## src/rtl/uart_pkg.sv

```systemverilog
// Shared UART receiver definitions: parity modes, receive FSM states, tick divider helper.
// Latency: n/a (constants and a pure function only).
// Backpressure: n/a.
package uart_pkg;

  localparam int PARITY_NONE = 0;
  localparam int PARITY_ODD  = 1;
  localparam int PARITY_EVEN = 2;

  typedef enum logic [2:0] {
    RX_IDLE,
    RX_START,
    RX_DATA,
    RX_PARITY,
    RX_STOP,
    RX_WAIT_HI
  } rx_state_e;

  // System clocks per oversample tick; clamped so the divider always counts at least one cycle.
  function automatic int calc_div(input int clk_freq, input int baud, input int ovs);
    int div;
    div = clk_freq / (baud * ovs);
    if (div < 1) begin
      div = 1;
    end
    return div;
  endfunction

endpackage

```

## src/rtl/sync_fifo.sv

```systemverilog
// Generic synchronous first-word-fall-through FIFO with exact occupancy count.
// Latency: a pushed word appears on head_dat the cycle after the push edge.
// Backpressure: a push while full is refused unless a pop happens in the same cycle.
module sync_fifo #(
  parameter int WIDTH = 10,
  parameter int DEPTH = 4
) (
  input  logic                   sysclk,
  input  logic                   reset,
  input  logic                   push,
  input  logic [WIDTH-1:0]       push_dat,
  input  logic                   pop,
  output logic [WIDTH-1:0]       head_dat,
  output logic                   full,
  output logic                   empty,
  output logic [$clog2(DEPTH):0] count
);

  localparam int PTR_W = $clog2(DEPTH);

  logic [WIDTH-1:0] mem_q [DEPTH];
  logic [WIDTH-1:0] mem_d [DEPTH];
  logic [PTR_W-1:0] wr_ptr_q;
  logic [PTR_W-1:0] wr_ptr_d;
  logic [PTR_W-1:0] rd_ptr_q;
  logic [PTR_W-1:0] rd_ptr_d;
  logic [PTR_W:0]   count_q;
  logic [PTR_W:0]   count_d;
  logic             do_push;
  logic             do_pop;

  // Count never exceeds DEPTH, so its top bit alone marks the full condition.
  assign empty    = (count_q == '0);
  assign full     = count_q[PTR_W];
  assign count    = count_q;
  assign head_dat = mem_q[rd_ptr_q];
  assign do_pop   = pop && !empty;
  assign do_push  = push && (!full || do_pop);

  // Next storage, pointers and occupancy; pointers wrap naturally at the power-of-two depth.
  always_comb begin
    mem_d    = mem_q;
    wr_ptr_d = wr_ptr_q;
    rd_ptr_d = rd_ptr_q;
    count_d  = count_q;
    if (do_push) begin
      mem_d[wr_ptr_q] = push_dat;
      wr_ptr_d        = wr_ptr_q + 1'b1;
    end
    if (do_pop) begin
      rd_ptr_d = rd_ptr_q + 1'b1;
    end
    case ({do_push, do_pop})
      2'b10:   count_d = count_q + 1'b1;
      2'b01:   count_d = count_q - 1'b1;
      default: count_d = count_q;
    endcase
  end

  // Storage is cleared on reset so the head reads zero while empty after reset.
  always_ff @(posedge sysclk or posedge reset) begin
    if (reset) begin
      for (int i = 0; i < DEPTH; i++) begin
        mem_q[i] <= '0;
      end
      wr_ptr_q <= '0;
      rd_ptr_q <= '0;
      count_q  <= '0;
    end else begin
      mem_q    <= mem_d;
      wr_ptr_q <= wr_ptr_d;
      rd_ptr_q <= rd_ptr_d;
      count_q  <= count_d;
    end
  end

endmodule

```

## src/rtl/uart_rx_fifo.sv

```systemverilog
// Oversampled UART receiver (configurable frame) feeding a FWFT receive FIFO with error flags.
// Latency: frame written at the mid-sample of its final stop bit; head valid the next cycle.
// Backpressure: rx_ready pops the head; a frame completing into a full FIFO is dropped and overrun pulses.
module uart_rx_fifo
  import uart_pkg::*;
#(
  parameter int CLK_FREQ   = 100_000_000,
  parameter int BAUD       = 9600,
  parameter int OVS        = 16,
  parameter int DATA_BITS  = 8,
  parameter int PARITY     = PARITY_NONE,
  parameter int STOP_BITS  = 1,
  parameter int FIFO_DEPTH = 4
) (
  input  logic                        sysclk,
  input  logic                        reset,
  input  logic                        UART_RX,
  output logic [DATA_BITS-1:0]        rx_data,
  output logic                        rx_perr,
  output logic                        rx_ferr,
  output logic                        rx_valid,
  input  logic                        rx_ready,
  output logic [$clog2(FIFO_DEPTH):0] rx_count,
  output logic                        overrun
);

  localparam int DIV   = calc_div(CLK_FREQ, BAUD, OVS);
  localparam int DIV_W = (DIV > 1) ? $clog2(DIV) : 1;
  localparam int SUB_W = $clog2(OVS);
  localparam int CNT_W = 4;
  localparam int ENT_W = DATA_BITS + 2;

  localparam logic [DIV_W-1:0] DIV_LAST  = DIV_W'(DIV - 1);
  localparam logic [SUB_W-1:0] SUB_SAMP0 = SUB_W'(OVS / 2 - 1);
  localparam logic [SUB_W-1:0] SUB_SAMP1 = SUB_W'(OVS / 2);
  localparam logic [SUB_W-1:0] SUB_VOTE  = SUB_W'(OVS / 2 + 1);
  localparam logic [CNT_W-1:0] DATA_LAST = CNT_W'(DATA_BITS - 1);
  localparam logic [CNT_W-1:0] STOP_LAST = CNT_W'(STOP_BITS - 1);

  // Line synchroniser and edge history
  logic rx_meta_q, rx_meta_d;
  logic rx_sync_q, rx_sync_d;
  logic rx_prev_q, rx_prev_d;

  // Tick divider, sub-tick position and majority samples
  logic [DIV_W-1:0] div_cnt_q, div_cnt_d;
  logic [SUB_W-1:0] sub_cnt_q, sub_cnt_d;
  logic             samp0_q, samp0_d;
  logic             samp1_q, samp1_d;

  // Frame state
  rx_state_e              state_q, state_d;
  logic [CNT_W-1:0]       bit_cnt_q, bit_cnt_d;
  logic [DATA_BITS-1:0]   shift_q, shift_d;
  logic                   perr_q, perr_d;
  logic                   ferr_q, ferr_d;
  logic                   overrun_q, overrun_d;

  // Combinational helpers
  logic             start_det;
  logic             tick;
  logic             vote_tick;
  logic             vote;
  logic             last_data;
  logic             last_stop;
  logic             par_exp;
  logic             push;
  logic [ENT_W-1:0] push_dat;
  logic             pop;
  logic             fifo_full;
  logic             fifo_empty;
  logic [ENT_W-1:0] head_dat;

  assign start_det = (state_q == RX_IDLE) && rx_prev_q && !rx_sync_q;
  assign vote_tick = tick && (sub_cnt_q == SUB_VOTE);
  assign vote      = (samp0_q & samp1_q) | (samp0_q & rx_sync_q) | (samp1_q & rx_sync_q);
  assign last_data = (bit_cnt_q == DATA_LAST);
  assign last_stop = (bit_cnt_q == STOP_LAST);
  assign par_exp   = (PARITY == PARITY_ODD) ? ~(^shift_q) : (^shift_q);
  assign pop       = rx_valid && rx_ready;

  // Two-stage synchroniser on the asynchronous line plus one stage of history for edge detect.
  always_comb begin
    rx_meta_d = UART_RX;
    rx_sync_d = rx_meta_q;
    rx_prev_d = rx_sync_q;
  end

  // Oversample tick divider; restarting on the start edge aligns sampling phase to each frame.
  always_comb begin
    div_cnt_d = div_cnt_q;
    tick      = 1'b0;
    if (start_det) begin
      div_cnt_d = '0;
    end else if (div_cnt_q == DIV_LAST) begin
      div_cnt_d = '0;
      tick      = 1'b1;
    end else begin
      div_cnt_d = div_cnt_q + 1'b1;
    end
  end

  // Sub-tick position within a bit; capture the two samples preceding the vote tick.
  always_comb begin
    sub_cnt_d = sub_cnt_q;
    samp0_d   = samp0_q;
    samp1_d   = samp1_q;
    if (start_det) begin
      sub_cnt_d = '0;
    end else if (tick) begin
      sub_cnt_d = sub_cnt_q + 1'b1;
      if (sub_cnt_q == SUB_SAMP0) begin
        samp0_d = rx_sync_q;
      end
      if (sub_cnt_q == SUB_SAMP1) begin
        samp1_d = rx_sync_q;
      end
    end
  end

  // Receive FSM next state; WAIT_HI keeps a held-low line from posing as a new start bit.
  always_comb begin
    state_d = state_q;
    case (state_q)
      RX_IDLE:    if (start_det) state_d = RX_START;
      RX_START:   if (vote_tick) state_d = vote ? RX_IDLE : RX_DATA;
      RX_DATA:    if (vote_tick && last_data) state_d = (PARITY != PARITY_NONE) ? RX_PARITY : RX_STOP;
      RX_PARITY:  if (vote_tick) state_d = RX_STOP;
      RX_STOP:    if (vote_tick && last_stop) state_d = rx_sync_q ? RX_IDLE : RX_WAIT_HI;
      RX_WAIT_HI: if (rx_sync_q) state_d = RX_IDLE;
      default:    state_d = RX_IDLE;
    endcase
  end

  // Frame datapath: bit counter, LSB-first shift register and sticky error flags.
  always_comb begin
    bit_cnt_d = bit_cnt_q;
    shift_d   = shift_q;
    perr_d    = perr_q;
    ferr_d    = ferr_q;
    if (start_det) begin
      bit_cnt_d = '0;
      perr_d    = 1'b0;
      ferr_d    = 1'b0;
    end else if (vote_tick) begin
      case (state_q)
        RX_DATA: begin
          shift_d   = {vote, shift_q[DATA_BITS-1:1]};
          bit_cnt_d = last_data ? '0 : bit_cnt_q + 1'b1;
        end
        RX_PARITY: begin
          perr_d = (vote != par_exp);
        end
        RX_STOP: begin
          if (!vote) begin
            ferr_d = 1'b1;
          end
          bit_cnt_d = last_stop ? '0 : bit_cnt_q + 1'b1;
        end
        default: begin
          bit_cnt_d = bit_cnt_q;
        end
      endcase
    end
  end

  // FSM outputs: write the frame on the last stop vote; flag a drop when full without a pop.
  always_comb begin
    push      = 1'b0;
    push_dat  = {ferr_q | ~vote, perr_q, shift_q};
    if ((state_q == RX_STOP) && vote_tick && last_stop) begin
      push = 1'b1;
    end
    overrun_d = push && fifo_full && !pop;
  end

  // Synchroniser registers reset to the idle line level.
  always_ff @(posedge sysclk or posedge reset) begin
    if (reset) begin
      rx_meta_q <= 1'b1;
      rx_sync_q <= 1'b1;
      rx_prev_q <= 1'b1;
    end else begin
      rx_meta_q <= rx_meta_d;
      rx_sync_q <= rx_sync_d;
      rx_prev_q <= rx_prev_d;
    end
  end

  // FSM state register.
  always_ff @(posedge sysclk or posedge reset) begin
    if (reset) begin
      state_q <= RX_IDLE;
    end else begin
      state_q <= state_d;
    end
  end

  // Divider, sampler and frame datapath registers.
  always_ff @(posedge sysclk or posedge reset) begin
    if (reset) begin
      div_cnt_q <= '0;
      sub_cnt_q <= '0;
      samp0_q   <= 1'b1;
      samp1_q   <= 1'b1;
      bit_cnt_q <= '0;
      shift_q   <= '0;
      perr_q    <= 1'b0;
      ferr_q    <= 1'b0;
      overrun_q <= 1'b0;
    end else begin
      div_cnt_q <= div_cnt_d;
      sub_cnt_q <= sub_cnt_d;
      samp0_q   <= samp0_d;
      samp1_q   <= samp1_d;
      bit_cnt_q <= bit_cnt_d;
      shift_q   <= shift_d;
      perr_q    <= perr_d;
      ferr_q    <= ferr_d;
      overrun_q <= overrun_d;
    end
  end

  sync_fifo #(
    .WIDTH (ENT_W),
    .DEPTH (FIFO_DEPTH)
  ) u_fifo (
    .sysclk   (sysclk),
    .reset    (reset),
    .push     (push),
    .push_dat (push_dat),
    .pop      (pop),
    .head_dat (head_dat),
    .full     (fifo_full),
    .empty    (fifo_empty),
    .count    (rx_count)
  );

  assign {rx_ferr, rx_perr, rx_data} = head_dat;
  assign rx_valid = !fifo_empty;
  assign overrun  = overrun_q;

endmodule

```

## config.mk

```make
export PLATFORM = sky130hd
export DESIGN_NAME = uart_rx_fifo
export DESIGN_NICKNAME = d
export VERILOG_FILES = /design/src/rtl/uart_pkg.sv /design/src/rtl/sync_fifo.sv /design/src/rtl/uart_rx_fifo.sv
export SDC_FILE = /design/constraint.sdc
export NUM_CORES = 1
export LEC_CHECK = 0
export CAP_MARGIN = 10
export CORE_ASPECT_RATIO = 0.9
export CORE_MARGIN = 4
export CORE_UTILIZATION = 60
export DETAILED_ROUTE_END_ITERATION = 10
export HOLD_SLACK_MARGIN = 0.06
export PLACE_DENSITY = 0.79
export SYNTH_ARGS = -nofsm -noshare
export SYNTH_HDL_FRONTEND = slang
export SYNTH_HIERARCHICAL = 1
export SYNTH_SLANG_ARGS = --single-unit
```

## constraint.sdc

```tcl
create_clock -name sysclk -period 2.6 [get_ports sysclk]
set_input_delay 0.26 -clock sysclk [delete_from_list [all_inputs] [get_ports sysclk]]
set_output_delay 0.26 -clock sysclk [all_outputs]
set_load 0.02 [all_outputs]
```

After elaboration in Yosys (flattened, before gate mapping)
Index checks and enable logic that the tools add are counted.

operators by class
  $add $sub $neg = 7
  order comparisons = 3
  equal/unequal tests = 20
  mux-type cells = 35
  bitwise logic cells = 10
  reduce and logical (&&, ||, !) cells = 35

operator list
  cell                     number
  $mux W10                 5
  $bwmux W40               1
  $mux W4                  6
  $mux W3                  7
  $bmux W10 S2             1
  $demux W10 S2            1
  $pmux W3 S6              1
  $ne A2 B2 Y1 const B     7
  $logic_and A1 B1 Y1      13
  $reduce_and A3 Y1        4
  $add A10 B1 Y10 const B  1
  $eq A10 B10 Y1 const B   1
  $mux W1                  10
  $reduce_bool A2 Y1       5
  $add A4 B1 Y4 const B    2
  $eq A4 B3 Y1 const B     2
  $eq A4 B4 Y1 const B     2
  $pmux W4 S2              1
  $reduce_xor A8 Y1        1
  $eq A3 B2 Y1 const B     2
  $eq A3 B3 Y1 const B     2
  $ge A3 B3 Y1 const B     2
  $logic_not A3 Y1         2
  $not A2 Y3               2
  other kinds (19)         29

word-level totals
  register bits after elaboration = 84
  output and inout bits = 15

Logic depth before layout (Yosys ltp)
Gate-level depths: netlist of run 1.

  depth after elaboration = 11
  depth in mapped cells = 13
  depth with buffers taken out = 13

Cells and area by module
Netlist of run 1, hierarchy kept.

modules (own cells, without submodules)
  module        times used  cells an instance  area each (um2)
  sync_fifo     1           134                2326.0
  uart_rx_fifo  1           179                1921.8

Worst setup path before layout of run 1
Ideal clock, no wire load.

  path kind = register -> register
  start point = register u_fifo.count_q[0], in the netlist u_fifo/count[0]
  end point = register u_fifo.count_q[2], in the netlist u_fifo/count[2]
  library setup time = 0.079 ns
  arrival time = 2.123 ns
  setup slack = 0.398 ns
  stages on the path, launching flop included = 11
  clock period less this slack = 2.202 ns
  cell sequence = dfrtp_1 > nor3_1 > nor2b_1 > nand2b_2 > nand2_1 > ha_1 > inv_1 > fa_1 > xor2_1 > nor2_1 > xor2_1

on the way
  longest elaborated chain between the ends = 8
  elaborated cells on any way between the ends = 12
  classes of those cells = add/sub: 2; eq/ne: 2; mux: 1; reduce/logical: 7

RTL lines
  what                                                      RTL line             RTL
  start, declared                                           sync_fifo.sv:27      logic [PTR_W:0] count_q;
  start signal, assigned                                    sync_fifo.sv:73      count_q <= count_d;
  $logic_not A3 Y1 *                                        sync_fifo.sv:33      assign empty = (count_q == '0);
  named net fifo_empty                                      uart_rx_fifo.sv:71   logic fifo_empty;
  $logic_not A1 Y1 *                                        uart_rx_fifo.sv:240  assign rx_valid = !fifo_empty;
  $logic_and A1 B1 Y1 *                                     uart_rx_fifo.sv:80   assign pop = rx_valid && rx_ready;
  named net pop                                             uart_rx_fifo.sv:69   logic pop;
  $logic_and A1 B1 Y1 *                                     sync_fifo.sv:37      assign do_pop = pop && !empty;
  $logic_or A1 B1 Y1                                        sync_fifo.sv:38      assign do_push = push && (!full || do_pop);
  $logic_and A1 B1 Y1                                       sync_fifo.sv:38
  $eq A2 B1 Y1 / $eq A2 B2 Y1 (equally long branches)       sync_fifo.sv:53      case ({do_push, do_pop})
  $pmux W3 S2 / $reduce_bool A2 Y1 (equally long branches)  --

Mark *: on every way through the listed nets, which the timed path passes. The rest lies on a longest branch.
A chain may end at the register's enable or synchronous reset.

Worst setup path after layout of run 1
  start point = register u_fifo.rd_ptr_q[1]
  end point = output rx_data[2]

on the way
  longest elaborated chain between the ends = 4

RTL lines
  what                                         RTL line            RTL
  start, declared                              sync_fifo.sv:25     logic [PTR_W-1:0] rd_ptr_q;
  start signal, assigned                       sync_fifo.sv:72     rd_ptr_q <= rd_ptr_d;
  $not A2 Y3 (not written as such)             sync_fifo.sv:36     assign head_dat = mem_q[rd_ptr_q];
  $bmux W10 S2                                 sync_fifo.sv:36
  $mux W10 (not written as such) (2 in a row)  sync_fifo.sv:36
  end, declared                                uart_rx_fifo.sv:18  output logic [DATA_BITS-1:0] rx_data,

No other way between the ends. The select of a mux whose other input is x is not followed.

==> results of run 1 <==
per-layer routing:
layer	part of all wire, %	GRT usage (%)	wire length [um]	vias up
li1	-	-	-	1141
met3	3.7	4.14	266	11
met2	45	30.2	3290	37
met1	50	26.6	3630	1228
met4	1.4	6.12	102	0
met5	0	0	0	-
cells in the final DEF, fill, tap and decap left out, drive strengths merged, types with 6 or more instances in the layout:
cell and instances:
dfrtp 79, mux2 52, nor2 25, inv 19, clkdlybuf4s50 18, xnor2 17, ha 12, nand2 10
mux4 10, clkbuf 9, buf 9, xor2 7, nand3 7, and3 7, a21oi 6
timing repair:
item                       in CTS  in global routing
hold buffers                    0                  0
setup endpoints to repair       0                  1
buffers inserted                0                  1
worst reg2reg max path, stage by stage (launching register included):
cell	delay, ns
dfrtp_1	0.42
inv_1	0.07
ha_1	0.13
nor2b_1	0.22
nand4_1	0.24
nor2_1	0.19
nand2_1	0.12
ha_1	0.25
inv_1	0.07
fa_1	0.18
xor2_1	0.16
nor2_1	0.07
xor2_1	0.14
final cells by class:
| class | count | area [sq um] | area share (%) |
|---|---|---|---|
| well taps | 90 | 113 | 2.37 |
| repair buffers | 27 | 248 | 5.21 |
| flip-flops and latches | 84 | 2110 | 44.4 |
| multi-input cells | 200 | 1990 | 41.9 |
| clock inverters | 7 | 105 | 2.21 |
| inverters | 17 | 63.8 | 1.34 |
| clock buffers | 9 | 124 | 2.61 |
state kept, by name (all words and copies together), names as in the netlist:
| signal | count |
|---|---|
| rx_prev_q | 1 |
| state_q | 3 |
| shift_q | 8 |
| overrun | 1 |
| sub_cnt_q | 4 |
| rx_prev_d | 1 |
| u_fifo/count | 3 |
| u_fifo/rd_ptr_q | 2 |
| samp1_q | 1 |
| ferr_q | 1 |
| rx_meta_q | 1 |
| perr_q | 1 |
| u_fifo/mem_q | 40 |
| bit_cnt_q | 4 |
| div_cnt_q | 10 |
| u_fifo/wr_ptr_q | 2 |
| samp0_q | 1 |
where the power goes:
group	switching [mW]	internal [mW]
Combinational	0.387	0.351
Clock	0.504	0.556
Sequential	0.173	1.41
how the worst max path moves through the flow:
stage / startpoint / to / slack (ns) / depth (start not counted)
after global routing: div_cnt_q[0] / u_fifo/count[2] / -0.01 / 12
after global placement: div_cnt_q[0] / u_fifo/count[2] / 0.35 / 12
after CTS: u_fifo/rd_ptr_q[1] / rx_data[2] / 0.11 / 3
after floorplan: u_fifo/count[0] / u_fifo/count[2] / 0.40 / 10
after detailed placement: sub_cnt_q[1] / u_fifo/count[2] / 0.27 / 12
final: u_fifo/rd_ptr_q[1] / rx_data[2] / 0.13 / 3
logic make-up after synthesis:
kind of cell / share of synthesized area [%]
adders and majority gates: 4.24
buffers and inverters: 3.53
xor gates and xnor gates: 5.48
AOI/OAI and AO/OA: 2.50
muxes: 23.3
DFF: 49.6
and+or+nand+nor: 11.3
==> metrics.md, run 1 <==
| Metric | Value |
|---|---|
| Status | `finished, final reports clean` |
| Row cnt | `28` |
| Warnings, synthesis | `6` |
| GRT overflow | `0` |
| Area contributors post-synth | `dfrtp_1 47%, mux2_4 14%, mux4_2 5.3%, ha_1 3.5%, xnor2_1 3.5%` |
| Worst setup SP type | `flop` |
| Top-count cell post-synth | `dfrtp_1` |
| Fraction of registers with async set/reset | `between 90% and 100%` |
| DRC | `0` |
| Max-slew headroom | `56.5%` |
| Clk pin slew, worst setup/hold paths | `~0.08 ns` |
| Total iterations of the first detailed-routing run | `4` |
| Die height | `roughly 90 um` |
| Vias | `2417` |
| Final core occ | `a little over two thirds` |
| Fmax | `approximately 400 MHz` |
| Reg-to-Reg End | `u_fifo/count[2]` |
| Final nets | `356` |
| HP Class | `input pin to asynchronous set/reset pin` |
| Design Area, Final | `approximately 4800 sq um` |
| Buffers plus inverters on the worst setup path | `2` |
| Final Setup Violations | `0` |
| CP arrival | `2.21 ns` |
| # IOs | `19` |
| Fin cells | `434` |
| Via density | `5.57` |
| First-pass GRT wire length | `12800 um` |
| Initial antenna violation count | `0` |
| Post-synth EDFFs | `0` |
| R2r startpoint | `div_cnt_q[0]` |
| Syn_nets | `330` |
| H-Tree Depth | `3` |
| Max capacitance violation total | `0` |
| Crit-path cells | `buf_4, mux4_2, clkdlybuf4s50_1` |
| DRT iter0 DRCs | `92` |
| Flops & latches, synth | `84` |
| Antenna diodes | `0` |
| Die area | `approximately 8500 sq um` |
| Root Buffer | `clkbuf_8` |
| Filler Cells Inserted | `476` |
| Slew @ Worst Pin | `between 0.6 and 0.7 ns` |
| CP Capture Type | `output pin` |
| Worst vdd rail ir drop | `just over 0.7 mV` |
| Post-Route WL | `~7300 um` |
| Slew Limit Fails | `0` |
| WP data required | `~2.3 ns` |
| Antenna-violating nets left | `0` |
| Share of cells above drive strength 1 | `between 20 and 30%` |
| Post-synth top area share | `46.5%` |
| Wirelength per Cell | `16.8 um` |
| Cell taking the most area after synthesis | `dfrtp_1` |
| Post-Syn Area | `approximately 4200 sq um` |
| Total Routing Usage GR | `approximately a fifth` |
| CTS tree | `built` |
| CP peak stage delay | `~0.55 ns` |
| Fin Hold WS | `about 0.14 ns` |
| Dpl cells | `approximately 420` |
| Clk_lat worst skew | `between 0.3 and 0.4 ns` |
| Setup TNS | `0 ns` |
| Largest net degree at the start of global routing | `40` |
| Final worst path period share | `between 90% and 100%` |
| Hold Vio Cnt, Final | `0` |
| Mapped Cells | `between 300 and 400` |
| Port bufs | `18` |
| CTS buffer count | `9` |
| Syn Area/Cell | `~14 sq um` |
| Worst r2r path cells | `12` |
| Std-Cell Core Area | `roughly 6700 sq um` |
| Reg-to-reg setup timing slack | `~0.23 ns` |
| Total Power | `~3.4 mW` |
| Clk sink count | `84` |
| Min setup slack post-route | `0.128 ns` |
| Post_cts resized | `0` |
| Vias in the first global route | `roughly 2600` |
| Top FF cell, synth | `dfrtp_1` |
| Crit-path slowest cell | `clkdlybuf4s50_1` |
| Initial Utilization | `between 60% and 70%` |
| Register area share after synthesis | `approximately half` |
| Yosys cell types | `50` |
| Worst-path maximum fanout | `7` |
| CP delay by family, top | `buffers and inverters` |
| Dpl ws | `around 0.27 ns` |
| Synthesis-to-layout area growth | `11.8%` |
| Top post-synthesis cells by count | `79 x dfrtp_1, 40 x mux2_4, 25 x nor2_1` |
| Clk_skew | `roughly 0.013 ns` |
| Longest Clk Path Bufs | `2` |
| WS Path Type | `flop to output pin` |
| DP HPWL | `4980 um` |
| Leakage | `roughly 2.2 nW` |
| Power per Cell Area | `roughly 700 nW/um^2` |
| Placed Instance Area | `about 4500 sq um` |
| Final min period | `2.47 ns` |
| Die span in x | `a little under 100 um` |
| GPL Wtd Cong | `around 0.79` |
Note: power is estimated with default switching activity, not from simulation.
==> run 2: changes to the inputs <==
==> constraint.sdc (replaced) <==
create_clock -name sysclk -period 2.6 [get_ports sysclk]
set_input_delay 0.26 -clock sysclk [delete_from_list [all_inputs] [get_ports sysclk]]
set_output_delay 0.26 -clock sysclk [all_outputs]
set_load 0.05 [all_outputs]
==> metrics.md, run 2 (synthesized netlist as in run 1, its figures left out) <==
| Metric | Value |
|---|---|
| Clk_skew | `between 0.01 and 0.015 ns` |
| Most common cell after layout, fill and taps aside | `dfrtp_1` |
| Total iterations of the first detailed-routing run | `4` |
| Wirelength per Cell | `17.3 um` |
| Initial antenna violation count | `0` |
| Min setup slack post-route | `~0.21 ns` |
| Clk pin slew, worst setup/hold paths | `around 0.090 ns` |
| CP startpoint | `u_fifo/rd_ptr_q[1]` |
| Longest Clk Path Bufs | `2` |
| DRT iter0 DRCs | `93` |
| Row cnt | `28` |
| Worst-path maximum fanout | `7` |
| Dpl cells | `~420` |
| Max capacitance violation total | `0` |
| Final min period | `2.39 ns` |
| R2r startpoint | `sub_cnt_q[1]` |
| Total Routing Usage GR | `between 10% and 20%` |
| Net Sw Power | `1.14 mW` |
| Hold Vio Cnt, Final | `0` |
| Clk pwr share | `~29%` |
| Clk sink count | `84` |
| Final worst path period share | `between 90% and 100%` |
| Reg-to-Reg End | `u_fifo/count[2]` |
| Pint | `roughly 2.2 mW` |
| RSZ-0062 raised after global routing | `no` |
| Initial Utilization | `between 60 and 70%` |
| Filler Cells Inserted | `between 400 and 500` |
| Antenna diodes | `0` |
| Leakage | `~2.2 nW` |
| CP peak stage delay | `between 0.7 and 0.8 ns` |
| DP HPWL | `5140 um` |
| CTS tree | `built` |
| Worst setup SP type | `flop` |
| WS Path Type | `flop to output pin` |
| Setup TNS | `0 ns` |
| Crit-path cells | `buf_4, mux4_2, clkdlybuf4s50_1` |
| Die area | `8490 sq um` |
| Post-CTS Hold Buffers | `0` |
| Fin cells | `between 400 and 500` |
| Final Setup Violations | `0` |
| CP Capture Type | `output pin` |
| Largest net degree at the start of global routing | `38` |
| Top flop regs | `u_fifo/mem_q x40, div_cnt_q x10, shift_q x8` |
| Crit-path slowest cell | `clkdlybuf4s50_1` |
| CP arrival | `roughly 2.1 ns` |
| CTS buffer count | `9` |
| Post-Route WL | `roughly 7600 um` |
| Slew @ Worst Pin | `0.667 ns` |
| Die span in x | `between 90 and 100 um` |
| First-pass GRT wire length | `about 13000 um` |
| Dpl ws | `between 0.2 and 0.25 ns` |
| GRT overflow | `0` |
| Max-slew headroom | `55.4%` |
| Share of cells above drive strength 1 | `a little under a third` |
| Worst vdd rail ir drop | `around 0.79 mV` |
| Vias in the first global route | `roughly 2600` |
| Antenna-violating nets left | `0` |
| GPL Wtd Cong | `0.806` |
| Clk_lat worst skew | `approximately 0.36 ns` |
| Largest register FFs | `40` |
| Port bufs | `18` |
| Reg with most FFs | `u_fifo/mem_q` |
| Crit path capture | `rx_data[4]` |
| Slew Limit Fails | `0` |
| Via density | `~5.7` |
| WP data required | `roughly 2.3 ns` |
| # IOs | `19` |
| Root Buffer | `clkbuf_8` |
| Worst r2r path cells | `12` |
| Sw frac | `roughly 34%` |
| Final nets | `358` |
| Logic pwr share | `approximately a quarter` |
| Vias | `roughly 2500` |
| Register share of total power | `between 40% and 50%` |
| Synthesis-to-layout area growth | `11.7%` |
| Reg-to-reg setup timing slack | `approximately 0.24 ns` |
| Std-Cell Core Area | `roughly 6700 sq um` |
| Status | `finished, final reports clean` |
| Fmax | `419 MHz` |
| Die height | `just under 90 um` |
| Power per Cell Area | `around 710 nW/um^2` |
| Most frequent cells in the layout | `79 x dfrtp_1, 40 x mux2_4, 24 x nor2_1` |
| DRC | `0` |
| H-Tree Depth | `3` |
| HP Class | `input pin to asynchronous set/reset pin` |
## run 2: timing repair
action	in CTS	in global routing
setup buffers	0	1
setup endpoints to repair	0	1
gates resized for setup	0	1
## run 2: how the worst min path moves through the flow
stage / start / end / slack [ns] / depth (start not counted)
final: reset / u_fifo/mem_q[30] / 0.25 / 2
after global routing: reset / u_fifo/count[0] / 0.29 / 2
after CTS: reset / u_fifo/mem_q[19] / 0.27 / 2
after detailed placement: rx_meta_q / rx_prev_d / 0.35 / 0
after global placement: rx_meta_q / rx_prev_d / 0.35 / 0
after floorplan: UART_RX / rx_meta_q / 0.26 / 0
## run 2: worst max-delay path, delay by kind of cell, from the launching register on
kind | cells | cell delay [ns]
buffers and inverters | 2 | 0.91
multiplexers | 1 | 0.52
flip-flops | 1 | 0.35
## run 2: area by class of cell
cell class | count | area, sq um | share of cell area (%)
flip-flops and latches | 84 | 2110 | 44.4
multi-input cells | 200 | 1990 | 42.0
repair buffers | 29 | 263 | 5.54
clock buffers | 9 | 124 | 2.61
well taps | 90 | 113 | 2.37
clock inverters | 7 | 82.6 | 1.74
inverters | 17 | 63.8 | 1.34
## run 2: per-layer routing
layer / up-vias / wire length [um] / global-route usage (%)
li1: 1143 / - / -
met1: 1279 / 3530 / 26.3
met2: 37 / 3670 / 32.1
met3: 6 / 269 / 5.10
met4: 0 / 89 / 5.99
met5: - / 0 / 0
## run 2: metrics by stage
| step | hold slack (ns) | power (mW) | area (sq um) | util [%] |
|---|---|---|---|---|
| detailed placement | 0.350 | 2.43 | 4530 | 67.3 |
| finish | 0.253 | 3.37 | 4750 | 70.6 |
| CTS | 0.269 | 3.41 | 4740 | 70.4 |
| global route | 0.286 | 3.56 | 4750 | 70.6 |
| floorplan | 0.264 | 2.20 | 4250 | - |
| global placement | 0.346 | 2.40 | 4530 | 67.3 |
## run 2: power by group through the flow
stage / clock, mW / sequential (mW) / combinational, mW
global route: 1.05 / 1.57 / 0.935
finish: 0.971 / 1.56 / 0.845
detailed placement: 0 / 1.58 / 0.848
global placement: 0 / 1.57 / 0.825
CTS: 0.998 / 1.56 / 0.856
floorplan: 0 / 1.58 / 0.623
==> run 3: changes to the inputs <==
--- a/config.mk
+++ b/config.mk
@@ -5,7 +5,6 @@
 export SDC_FILE = /design/constraint.sdc
 export NUM_CORES = 1
 export LEC_CHECK = 0
-export CAP_MARGIN = 10
 export CORE_ASPECT_RATIO = 0.9
 export CORE_MARGIN = 4
 export CORE_UTILIZATION = 60
==> results of run 3 <==
The final DEF is identical to that of run 2; final timing and power are the same.
